[config.mk]
export PLATFORM = sky130hd
export DESIGN_NAME = dctlb_pf_sched_flat
export DESIGN_NICKNAME = d
export VERILOG_FILES = /design/src/rtl/dctlb_pkg.sv /design/src/rtl/dctlb_pf_sched_if.sv /design/src/rtl/dctlb_pf_fifo.sv /design/src/rtl/dctlb_pf_sched.sv /design/src/flat_wrapper.sv
export SDC_FILE = /design/constraint.sdc
export NUM_CORES = 1
export LEC_CHECK = 0
export BUFFER_PORTS_ARGS = -buffer_cell sky130_fd_sc_hd__buf_2
export CAP_MARGIN = 20
export CORE_AREA = 2 2 139 175
export CTS_BUF_LIST = sky130_fd_sc_hd__clkbuf_16
export DETAILED_ROUTE_END_ITERATION = 8
export DIE_AREA = 0 0 141 177
export PLACE_DENSITY = 0.77
export SETUP_SLACK_MARGIN = 0.4
export SLEW_MARGIN = 20
export SYNTH_ARGS = -nofsm -noshare
export SYNTH_HDL_FRONTEND = slang
export SYNTH_HIERARCHICAL = 1
export SYNTH_SLANG_ARGS = --single-unit
[constraint.sdc]
create_clock -name clk -period 3.65 [get_ports clk]
set_input_delay 0.1825 -clock clk [delete_from_list [all_inputs] [get_ports clk]]
set_output_delay 0.1825 -clock clk [all_outputs]
set_load 0.01 [all_outputs]
[src/rtl/dctlb_pkg.sv]
// rtl/dctlb_pkg.sv - shared DCTLB types, defaults and slot helpers
package dctlb_pkg;

   localparam int LADDR_W        = 39;
   localparam int PF_DEPTH_DEF   = 4;
   localparam int STARVE_MAX_DEF = 16;

   typedef struct packed {
      logic [LADDR_W-1:0] laddr;
      logic               l2;
   } I_pfetol1tlb_req_type;

   typedef enum logic {
      SLOT_LD = 1'b0,
      SLOT_ST = 1'b1
   } slot_e;

   // Home slot of a request: l2 requests can only travel on the st slot.
   function automatic slot_e slot_of(input I_pfetol1tlb_req_type r);
      return r.l2 ? SLOT_ST : SLOT_LD;
   endfunction

endpackage

[src/rtl/dctlb_pf_sched_if.sv]
// rtl/dctlb_pf_sched_if.sv - prefetch scheduler request, core slot and fwd slot signals
interface dctlb_pf_sched_if
   import dctlb_pkg::*;
#(
   parameter int DROP_W = 8
) ();

   logic                 pfetol1tlb_req_valid;
   logic                 pfetol1tlb_req_retry;
   I_pfetol1tlb_req_type pfetol1tlb_req;
   logic                 coretodctlb_ld_valid;
   logic                 coretodctlb_st_valid;
   logic                 sched_ld_stall;
   logic                 sched_st_stall;
   logic                 sched_pf0_valid;
   logic                 sched_pf0_retry;
   I_pfetol1tlb_req_type sched_pf0;
   logic                 sched_pf1_valid;
   logic                 sched_pf1_retry;
   I_pfetol1tlb_req_type sched_pf1;
   logic [DROP_W-1:0]    drop_count;

   modport master (
      output pfetol1tlb_req_valid, pfetol1tlb_req,
      output coretodctlb_ld_valid, coretodctlb_st_valid,
      output sched_pf0_retry, sched_pf1_retry,
      input  pfetol1tlb_req_retry, sched_ld_stall, sched_st_stall,
      input  sched_pf0_valid, sched_pf0, sched_pf1_valid, sched_pf1,
      input  drop_count
   );

   modport slave (
      input  pfetol1tlb_req_valid, pfetol1tlb_req,
      input  coretodctlb_ld_valid, coretodctlb_st_valid,
      input  sched_pf0_retry, sched_pf1_retry,
      output pfetol1tlb_req_retry, sched_ld_stall, sched_st_stall,
      output sched_pf0_valid, sched_pf0, sched_pf1_valid, sched_pf1,
      output drop_count
   );

endinterface

[src/rtl/dctlb_pf_fifo.sv]
// rtl/dctlb_pf_fifo.sv - drop-oldest circular prefetch FIFO with head/head+1 view
module dctlb_pf_fifo
   import dctlb_pkg::*;
#(
   parameter int DEPTH = PF_DEPTH_DEF
) (
   input  logic                   clk,
   input  logic                   reset,
   input  logic                   push,
   input  I_pfetol1tlb_req_type   push_data,
   input  logic                   pop1,
   input  logic                   pop2,
   output I_pfetol1tlb_req_type   head,
   output I_pfetol1tlb_req_type   head1,
   output logic [$clog2(DEPTH):0] count,
   output logic                   drop
);

   localparam int AW = $clog2(DEPTH);
   localparam int CW = AW + 1;

   I_pfetol1tlb_req_type mem [DEPTH];
   logic [AW-1:0]        rd_ptr;
   logic [AW-1:0]        wr_ptr;
   logic [1:0]           pop_n;
   logic                 full;

   // Number of entries leaving from the head this cycle.
   always_comb begin
      pop_n = 2'd0;
      if (pop2)
         pop_n = 2'd2;
      else if (pop1)
         pop_n = 2'd1;
   end

   // A push into a full FIFO with nothing leaving evicts the oldest entry.
   assign full  = (count == CW'(DEPTH));
   assign drop  = push & full & ~(pop1 | pop2);
   assign head  = mem[rd_ptr];
   assign head1 = mem[rd_ptr + AW'(1)];

   // Entry storage; payload needs no reset because count gates its use.
   always_ff @(posedge clk) begin
      if (push)
         mem[wr_ptr] <= push_data;
   end

   // Pointer and occupancy update; an eviction advances rd_ptr like a pop.
   always_ff @(posedge clk) begin
      if (reset) begin
         rd_ptr <= '0;
         wr_ptr <= '0;
         count  <= '0;
      end else begin
         if (push)
            wr_ptr <= wr_ptr + AW'(1);
         rd_ptr <= rd_ptr + AW'(pop_n) + AW'(drop);
         count  <= count + CW'(push) - CW'(pop_n) - CW'(drop);
      end
   end

endmodule

[src/rtl/dctlb_pf_sched.sv]
// rtl/dctlb_pf_sched.sv - injects buffered prefetches into idle DCTLB ld/st fwd slots
module dctlb_pf_sched
   import dctlb_pkg::*;
#(
   parameter int PF_DEPTH   = PF_DEPTH_DEF,
   parameter int STARVE_MAX = STARVE_MAX_DEF,
   parameter int DROP_W     = 8
) (
   input logic             clk,
   input logic             reset,
   dctlb_pf_sched_if.slave bus
);

   localparam int CW = $clog2(PF_DEPTH) + 1;
   localparam int SW = $clog2(STARVE_MAX + 1);

   I_pfetol1tlb_req_type head;
   I_pfetol1tlb_req_type head1;
   I_pfetol1tlb_req_type pend0_data;
   I_pfetol1tlb_req_type pend1_data;
   I_pfetol1tlb_req_type pf0_data;
   I_pfetol1tlb_req_type pf1_data;
   logic [CW-1:0]        count;
   logic [SW-1:0]        starve_cnt;
   logic [DROP_W-1:0]    drop_cnt;
   logic                 fifo_drop;
   logic                 pop1;
   logic                 pop2;
   logic                 pend0;
   logic                 pend1;
   logic                 has1;
   logic                 has2;
   logic                 starved;
   logic                 force0;
   logic                 force1;
   logic                 avail0;
   logic                 avail1;
   logic                 new0;
   logic                 new1;
   logic                 new1_h1;
   logic                 pf0_valid;
   logic                 pf1_valid;
   logic                 xfer0;
   logic                 xfer1;

   dctlb_pf_fifo #(
      .DEPTH (PF_DEPTH)
   ) u_fifo (
      .clk       (clk),
      .reset     (reset),
      .push      (bus.pfetol1tlb_req_valid),
      .push_data (bus.pfetol1tlb_req),
      .pop1      (pop1),
      .pop2      (pop2),
      .head      (head),
      .head1     (head1),
      .count     (count),
      .drop      (fifo_drop)
   );

   // Slot selection: head first into its preferred free slot, head+1 rides slot 1
   // only when the head took slot 0. A forced slot ignores the core valid but never
   // overrides an entry already pending there. An entry leaves the FIFO once it is
   // committed to a slot; a retried entry is then held in that slot's pending register.
   always_comb begin
      has1    = (count != '0);
      has2    = (count > CW'(1));
      starved = has1 && (starve_cnt == SW'(STARVE_MAX));
      force0  = starved && (slot_of(head) == SLOT_LD);
      force1  = starved && (slot_of(head) == SLOT_ST);
      avail0  = ~pend0 & (~bus.coretodctlb_ld_valid | force0);
      avail1  = ~pend1 & (~bus.coretodctlb_st_valid | force1);
      new0    = 1'b0;
      new1    = 1'b0;
      new1_h1 = 1'b0;
      if (has1) begin
         if ((slot_of(head) == SLOT_LD) && avail0) begin
            new0 = 1'b1;
            if (has2 && avail1) begin
               new1    = 1'b1;
               new1_h1 = 1'b1;
            end
         end else if (avail1) begin
            new1 = 1'b1;
         end
      end
      pf0_valid = pend0 | new0;
      pf1_valid = pend1 | new1;
      pf0_data  = pend0 ? pend0_data : head;
      pf1_data  = pend1 ? pend1_data : (new1_h1 ? head1 : head);
      xfer0     = pf0_valid & ~bus.sched_pf0_retry;
      xfer1     = pf1_valid & ~bus.sched_pf1_retry;
      pop1      = new0 ^ new1;
      pop2      = new0 & new1;
   end

   assign bus.pfetol1tlb_req_retry = 1'b0;
   assign bus.sched_pf0_valid      = pf0_valid;
   assign bus.sched_pf1_valid      = pf1_valid;
   assign bus.sched_pf0            = pf0_data;
   assign bus.sched_pf1            = pf1_data;
   assign bus.sched_ld_stall       = pend0 | force0;
   assign bus.sched_st_stall       = pend1 | force1;
   assign bus.drop_count           = drop_cnt;

   // Pending flags: a slot stays pending for as long as its presentation is retried.
   always_ff @(posedge clk) begin
      if (reset) begin
         pend0 <= 1'b0;
         pend1 <= 1'b0;
      end else begin
         pend0 <= pf0_valid & bus.sched_pf0_retry;
         pend1 <= pf1_valid & bus.sched_pf1_retry;
      end
   end

   // Pending payload capture; re-presenting a pending entry rewrites the same value.
   always_ff @(posedge clk) begin
      if (pf0_valid & bus.sched_pf0_retry)
         pend0_data <= pf0_data;
      if (pf1_valid & bus.sched_pf1_retry)
         pend1_data <= pf1_data;
   end

   // Starvation counter: counts non-empty cycles without a transfer, saturates at the limit.
   always_ff @(posedge clk) begin
      if (reset)
         starve_cnt <= '0;
      else if (!has1 || xfer0 || xfer1)
         starve_cnt <= '0;
      else if (starve_cnt != SW'(STARVE_MAX))
         starve_cnt <= starve_cnt + SW'(1);
   end

   // Saturating count of prefetches evicted on overflow.
   always_ff @(posedge clk) begin
      if (reset)
         drop_cnt <= '0;
      else if (fifo_drop && (drop_cnt != '1))
         drop_cnt <= drop_cnt + DROP_W'(1);
   end

endmodule

[src/flat_wrapper.sv]
// flat-port wrapper written by rule: the top's interface ports become plain ports
module dctlb_pf_sched_flat import dctlb_pkg::*;
#(
   parameter int PF_DEPTH   = PF_DEPTH_DEF,
   parameter int STARVE_MAX = STARVE_MAX_DEF,
   parameter int DROP_W     = 8
)
  (clk, reset, bus_pfetol1tlb_req_valid, bus_pfetol1tlb_req, bus_coretodctlb_ld_valid, bus_coretodctlb_st_valid, bus_sched_pf0_retry, bus_sched_pf1_retry, bus_pfetol1tlb_req_retry, bus_sched_ld_stall, bus_sched_st_stall, bus_sched_pf0_valid, bus_sched_pf0, bus_sched_pf1_valid, bus_sched_pf1, bus_drop_count);
  dctlb_pf_sched_if #(.DROP_W(DROP_W)) bus_i ();
  input logic clk;
  input logic reset;
  input wire logic [$bits(bus_i.pfetol1tlb_req_valid)-1:0] bus_pfetol1tlb_req_valid;
  input wire logic [$bits(bus_i.pfetol1tlb_req)-1:0] bus_pfetol1tlb_req;
  input wire logic [$bits(bus_i.coretodctlb_ld_valid)-1:0] bus_coretodctlb_ld_valid;
  input wire logic [$bits(bus_i.coretodctlb_st_valid)-1:0] bus_coretodctlb_st_valid;
  input wire logic [$bits(bus_i.sched_pf0_retry)-1:0] bus_sched_pf0_retry;
  input wire logic [$bits(bus_i.sched_pf1_retry)-1:0] bus_sched_pf1_retry;
  output wire logic [$bits(bus_i.pfetol1tlb_req_retry)-1:0] bus_pfetol1tlb_req_retry;
  output wire logic [$bits(bus_i.sched_ld_stall)-1:0] bus_sched_ld_stall;
  output wire logic [$bits(bus_i.sched_st_stall)-1:0] bus_sched_st_stall;
  output wire logic [$bits(bus_i.sched_pf0_valid)-1:0] bus_sched_pf0_valid;
  output wire logic [$bits(bus_i.sched_pf0)-1:0] bus_sched_pf0;
  output wire logic [$bits(bus_i.sched_pf1_valid)-1:0] bus_sched_pf1_valid;
  output wire logic [$bits(bus_i.sched_pf1)-1:0] bus_sched_pf1;
  output wire logic [$bits(bus_i.drop_count)-1:0] bus_drop_count;
  assign bus_i.pfetol1tlb_req_valid = bus_pfetol1tlb_req_valid;
  assign bus_i.pfetol1tlb_req = bus_pfetol1tlb_req;
  assign bus_i.coretodctlb_ld_valid = bus_coretodctlb_ld_valid;
  assign bus_i.coretodctlb_st_valid = bus_coretodctlb_st_valid;
  assign bus_i.sched_pf0_retry = bus_sched_pf0_retry;
  assign bus_i.sched_pf1_retry = bus_sched_pf1_retry;
  assign bus_pfetol1tlb_req_retry = bus_i.pfetol1tlb_req_retry;
  assign bus_sched_ld_stall = bus_i.sched_ld_stall;
  assign bus_sched_st_stall = bus_i.sched_st_stall;
  assign bus_sched_pf0_valid = bus_i.sched_pf0_valid;
  assign bus_sched_pf0 = bus_i.sched_pf0;
  assign bus_sched_pf1_valid = bus_i.sched_pf1_valid;
  assign bus_sched_pf1 = bus_i.sched_pf1;
  assign bus_drop_count = bus_i.drop_count;
  dctlb_pf_sched #(.PF_DEPTH(PF_DEPTH), .STARVE_MAX(STARVE_MAX), .DROP_W(DROP_W)) u_core (.clk(clk), .reset(reset), .bus(bus_i));
endmodule
==> results_dict.tcl <==
set metrics [dict create \
    endpoint_kind "register" \
    arrival_ns 3.81 \
    peakVddDrop_mv 0.404 \
    worstHoldStart "reset" \
    dp_slack_ns 0.129 \
    place_congestion 0.792 \
    r2r-start "u_core/u_fifo/mem[3][0]$_DFFE_PP_" \
    synth_edf_count 240 \
    worstSetupStartpointType "register" \
    setup_viol 0 \
    area_growth_pct 20.1 \
    layout_setup_ws_ns 0.286 \
    syn_avg_cell_area_sq_um 18.0 \
    wl_per_cell_um 22.4 \
    cts_buffers 27 \
    fmax_ghz 0.297 \
    crit_start "u_core/u_fifo/mem[3][0]$_DFFE_PP_" \
    worstHoldPathCells 2 \
    clk_latency_ns 0.53 \
    drt-initial-drc-count 471 \
    outcome "completed" \
    skew_ns 0.0177 \
    relSlewSlack 0.251 \
    rr_worst_depth 15 \
    dp_hpwl_um 15700 \
    clk_path_buf_depth 3 \
    synth_flop_cell "edfxtp_1" \
    routed_wl_um 26600 \
    clk_pin_slew_ns 0.06 \
    synth_cell_types 57 \
    netlist_area_sq_mm 0.0121 \
    drc_errors 0 \
    die_h_um 177 \
    boundaryPins 140 \
    period_share 0.922 \
    row_count 63 \
    grt_antenna_before_repair 2 \
    placed_area_sq_mm 0.0131 \
    final_area_sq_mm 0.0146 \
    die_area_sq_mm 0.0250 \
    coreArea_sq_mm 0.0234 \
    htreeDepth 1 \
    leakage_uw 0.00504 \
    maxSlewViolCount 0 \
    stdcell_count 1185 \
    drive_above_1_share 0.466 \
    yosysTopAreaCell "edfxtp_1" \
    worstPathRequired_ns 4.09 \
    die_w_um 141 \
    start_util 0.518 \
    grtUsageTotal 0.208 \
    ys_seq_area_frac 0.630 \
    setup_tns_ns 0 \
    rsz0062_at_grt "true" \
    vias_per_cell 6.02 \
    hold_viol 0 \
    syn_inst 673 \
    criticalPathCategory "register to register" \
    tritoncts "built" \
    grt_first_pass_wirelength_um 40100 \
    first_pass_iters 5 \
    critical_path.max_fanout 4 \
    finish.net_count 932 \
    drtAntennaViolNets 0 \
    vias 7133 \
    synth_seq_cells 262 \
    synth_fp_nets 733 \
    maxCapViolCount 0 \
    clock-root-buffer "clkbuf_16" \
    ys_warn_count 6 \
    grt_max_degree 81 \
    power_density_mw_per_mm2 700 \
    portBuffers 138 \
    grt_pass1_vias 7433 \
    hold_path.class "input port to register" \
    synth_top_area_share 0.594 \
    dp_cells 1077 \
    async_reset_ff_frac 0 \
    worst_slew_pin_slew_ns 1.12 \
    total_power_uw 10200 \
    grt.overflow.total 0 \
    synth_area_leaders "edfxtp_1 59%, mux4_2 15%, a2bb2oi_2 4.8%, mux2_2 3.7%, dfxtp_1 3.6%" \
    cts.sinks 262 \
    fin_crit_ns 3.36 \
]
-- path summary, 6_finish.rpt --
check	end	slack, ns
max	u_core/u_fifo/count[2]$_SDFF_PP0_	0.29
min	u_core/u_fifo/wr_ptr[0]$_SDFFE_PP0P_	0.07
max reg2reg	u_core/u_fifo/count[2]$_SDFF_PP0_	0.29
min reg2reg	u_core/bus.drop_count[4]$_SDFFE_PP0P_	0.54
-- report_power, final --
| group | switching [uW] | total [uW] | internal (uW) |
|---|---|---|---|
| combinational | 1910 | 3680 | 1770 |
| sequential | 136 | 3890 | 3750 |
| clock | 1090 | 2640 | 1550 |
| total | 3130 | 10200 | 7080 |
-- final cells by class --
cell class | instances | area, sq um
Tap cell | 292 | 365
Antenna cell | 2 | 5.00
Clock buffer | 27 | 676
Multi-Input combinational cell | 355 | 4210
Sequential cell | 262 | 7660
Inverter | 11 | 41.3
Clock inverter | 21 | 183
Fill cell | 1627 | 8830
Timing Repair Buffer | 215 | 1440
-- sequential cells by signal (all words and copies together) (netlist names) --
register / cells
u_core/u_fifo/wr_ptr: 2
u_core/pend0: 1
u_core/u_fifo/count: 3
u_core/bus.drop_count: 8
u_core/pend0_data: 40
u_core/pend1_data: 40
u_core/u_fifo/rd_ptr: 2
u_core/u_fifo/mem: 160
u_core/pend1: 1
u_core/starve_cnt: 5
-- repair_timing --
item	4_1_cts	5_1_grt
setup endpoints to repair	64	45
resized for setup	8	10
buffers inserted	8	6
pin swaps	7	7
gates cloned	0	3
hold endpoints to repair	161	0
hold buffers	41	0
-- metal layers --
layer / GRT usage / part of all wire / vias up
met2: 0.374 / 0.53 / 255
li1: - / - / 3148
met3: 0.0327 / 0.054 / 56
met4: 0.0742 / 0.027 / 0
met1: 0.257 / 0.39 / 3674
met5: 0 / 0 / -
-- Yosys cell counts (4+ instances only) --
library cell and n:
buf_2 15, nor3_1 10, nor2_1 14, xnor2_1 4, mux4_2 80, edfxtp_1 240
inv_1 10, dfxtp_1 22, a2bb2oi_2 39, nor2b_1 5, and2_1 5, nand3_1 6
ha_1 12, buf_6 16, xor2_1 5, nand2_1 34, nand2_2 10, a21oi_1 43
mux2_2 40, clkbuf_1 9
-- cells by family (layout without fill, tap and decap cells) --
kind of cell               count (synthesis)  after routing  share of synthesized area
DFF                                      262            262                      0.630
xor gates and xnor gates                   9              9                    0.00650
muxes                                    123            123                      0.188
buffers and inverters                     56            274                     0.0297
adders and majority gates                 13             13                     0.0140
other                                      1              3                   0.000309
and+or+nand+nor                          102            102                     0.0455
AOI/OAI and AO/OA                        107            107                     0.0857
-- worst max-delay path, cell delays in order (launching register included) --
cell,delay (ns)
edfxtp_1,0.40
mux4_2,0.50
or2_4,0.28
a21boi_4,0.15
a221oi_2,0.08
ha_1,0.32
nor2_2,0.05
nor2_1,0.12
ha_2,0.21
nor3_4,0.04
fa_1,0.50
inv_2,0.05
ha_4,0.16
xor2_2,0.14
and2_1,0.16
nor3_1,0.11
-- cells in the final DEF (no fill, tap or decap), types with 5 or more instances in the layout --
| master | synthesis | routed |
|---|---|---|
| a2bb2oi_2 | 39 | 39 |
| dfxtp_1 | 22 | 18 |
| ha_1 | 12 | 10 |
| mux4_2 | 80 | 80 |
| nor2_1 | 14 | 12 |
| clkinv_2 | 0 | 5 |
| nor2b_1 | 5 | 5 |
| buf_6 | 16 | 5 |
| buf_4 | 3 | 27 |
| mux2_2 | 40 | 40 |
| nand2_1 | 34 | 34 |
| buf_2 | 15 | 138 |
| nor3_1 | 10 | 9 |
| edfxtp_1 | 240 | 240 |
| nand3_1 | 6 | 6 |
| inv_1 | 10 | 15 |
| clkbuf_16 | 0 | 28 |
| a21oi_1 | 43 | 43 |
| dlygate4sd3_1 | 0 | 41 |
| nand2_2 | 10 | 10 |
-- stage by stage --
| step | hold WS [ns] | util |
|---|---|---|
| floorplan | 0.252 | - |
| finish | 0.0742 | 0.623 |
| global route | 0.0944 | 0.623 |
| detailed placement | 0.399 | 0.559 |
| CTS | 0.0632 | 0.617 |
| global placement | 0.394 | 0.559 |
(Power assumes the default switching activity.)
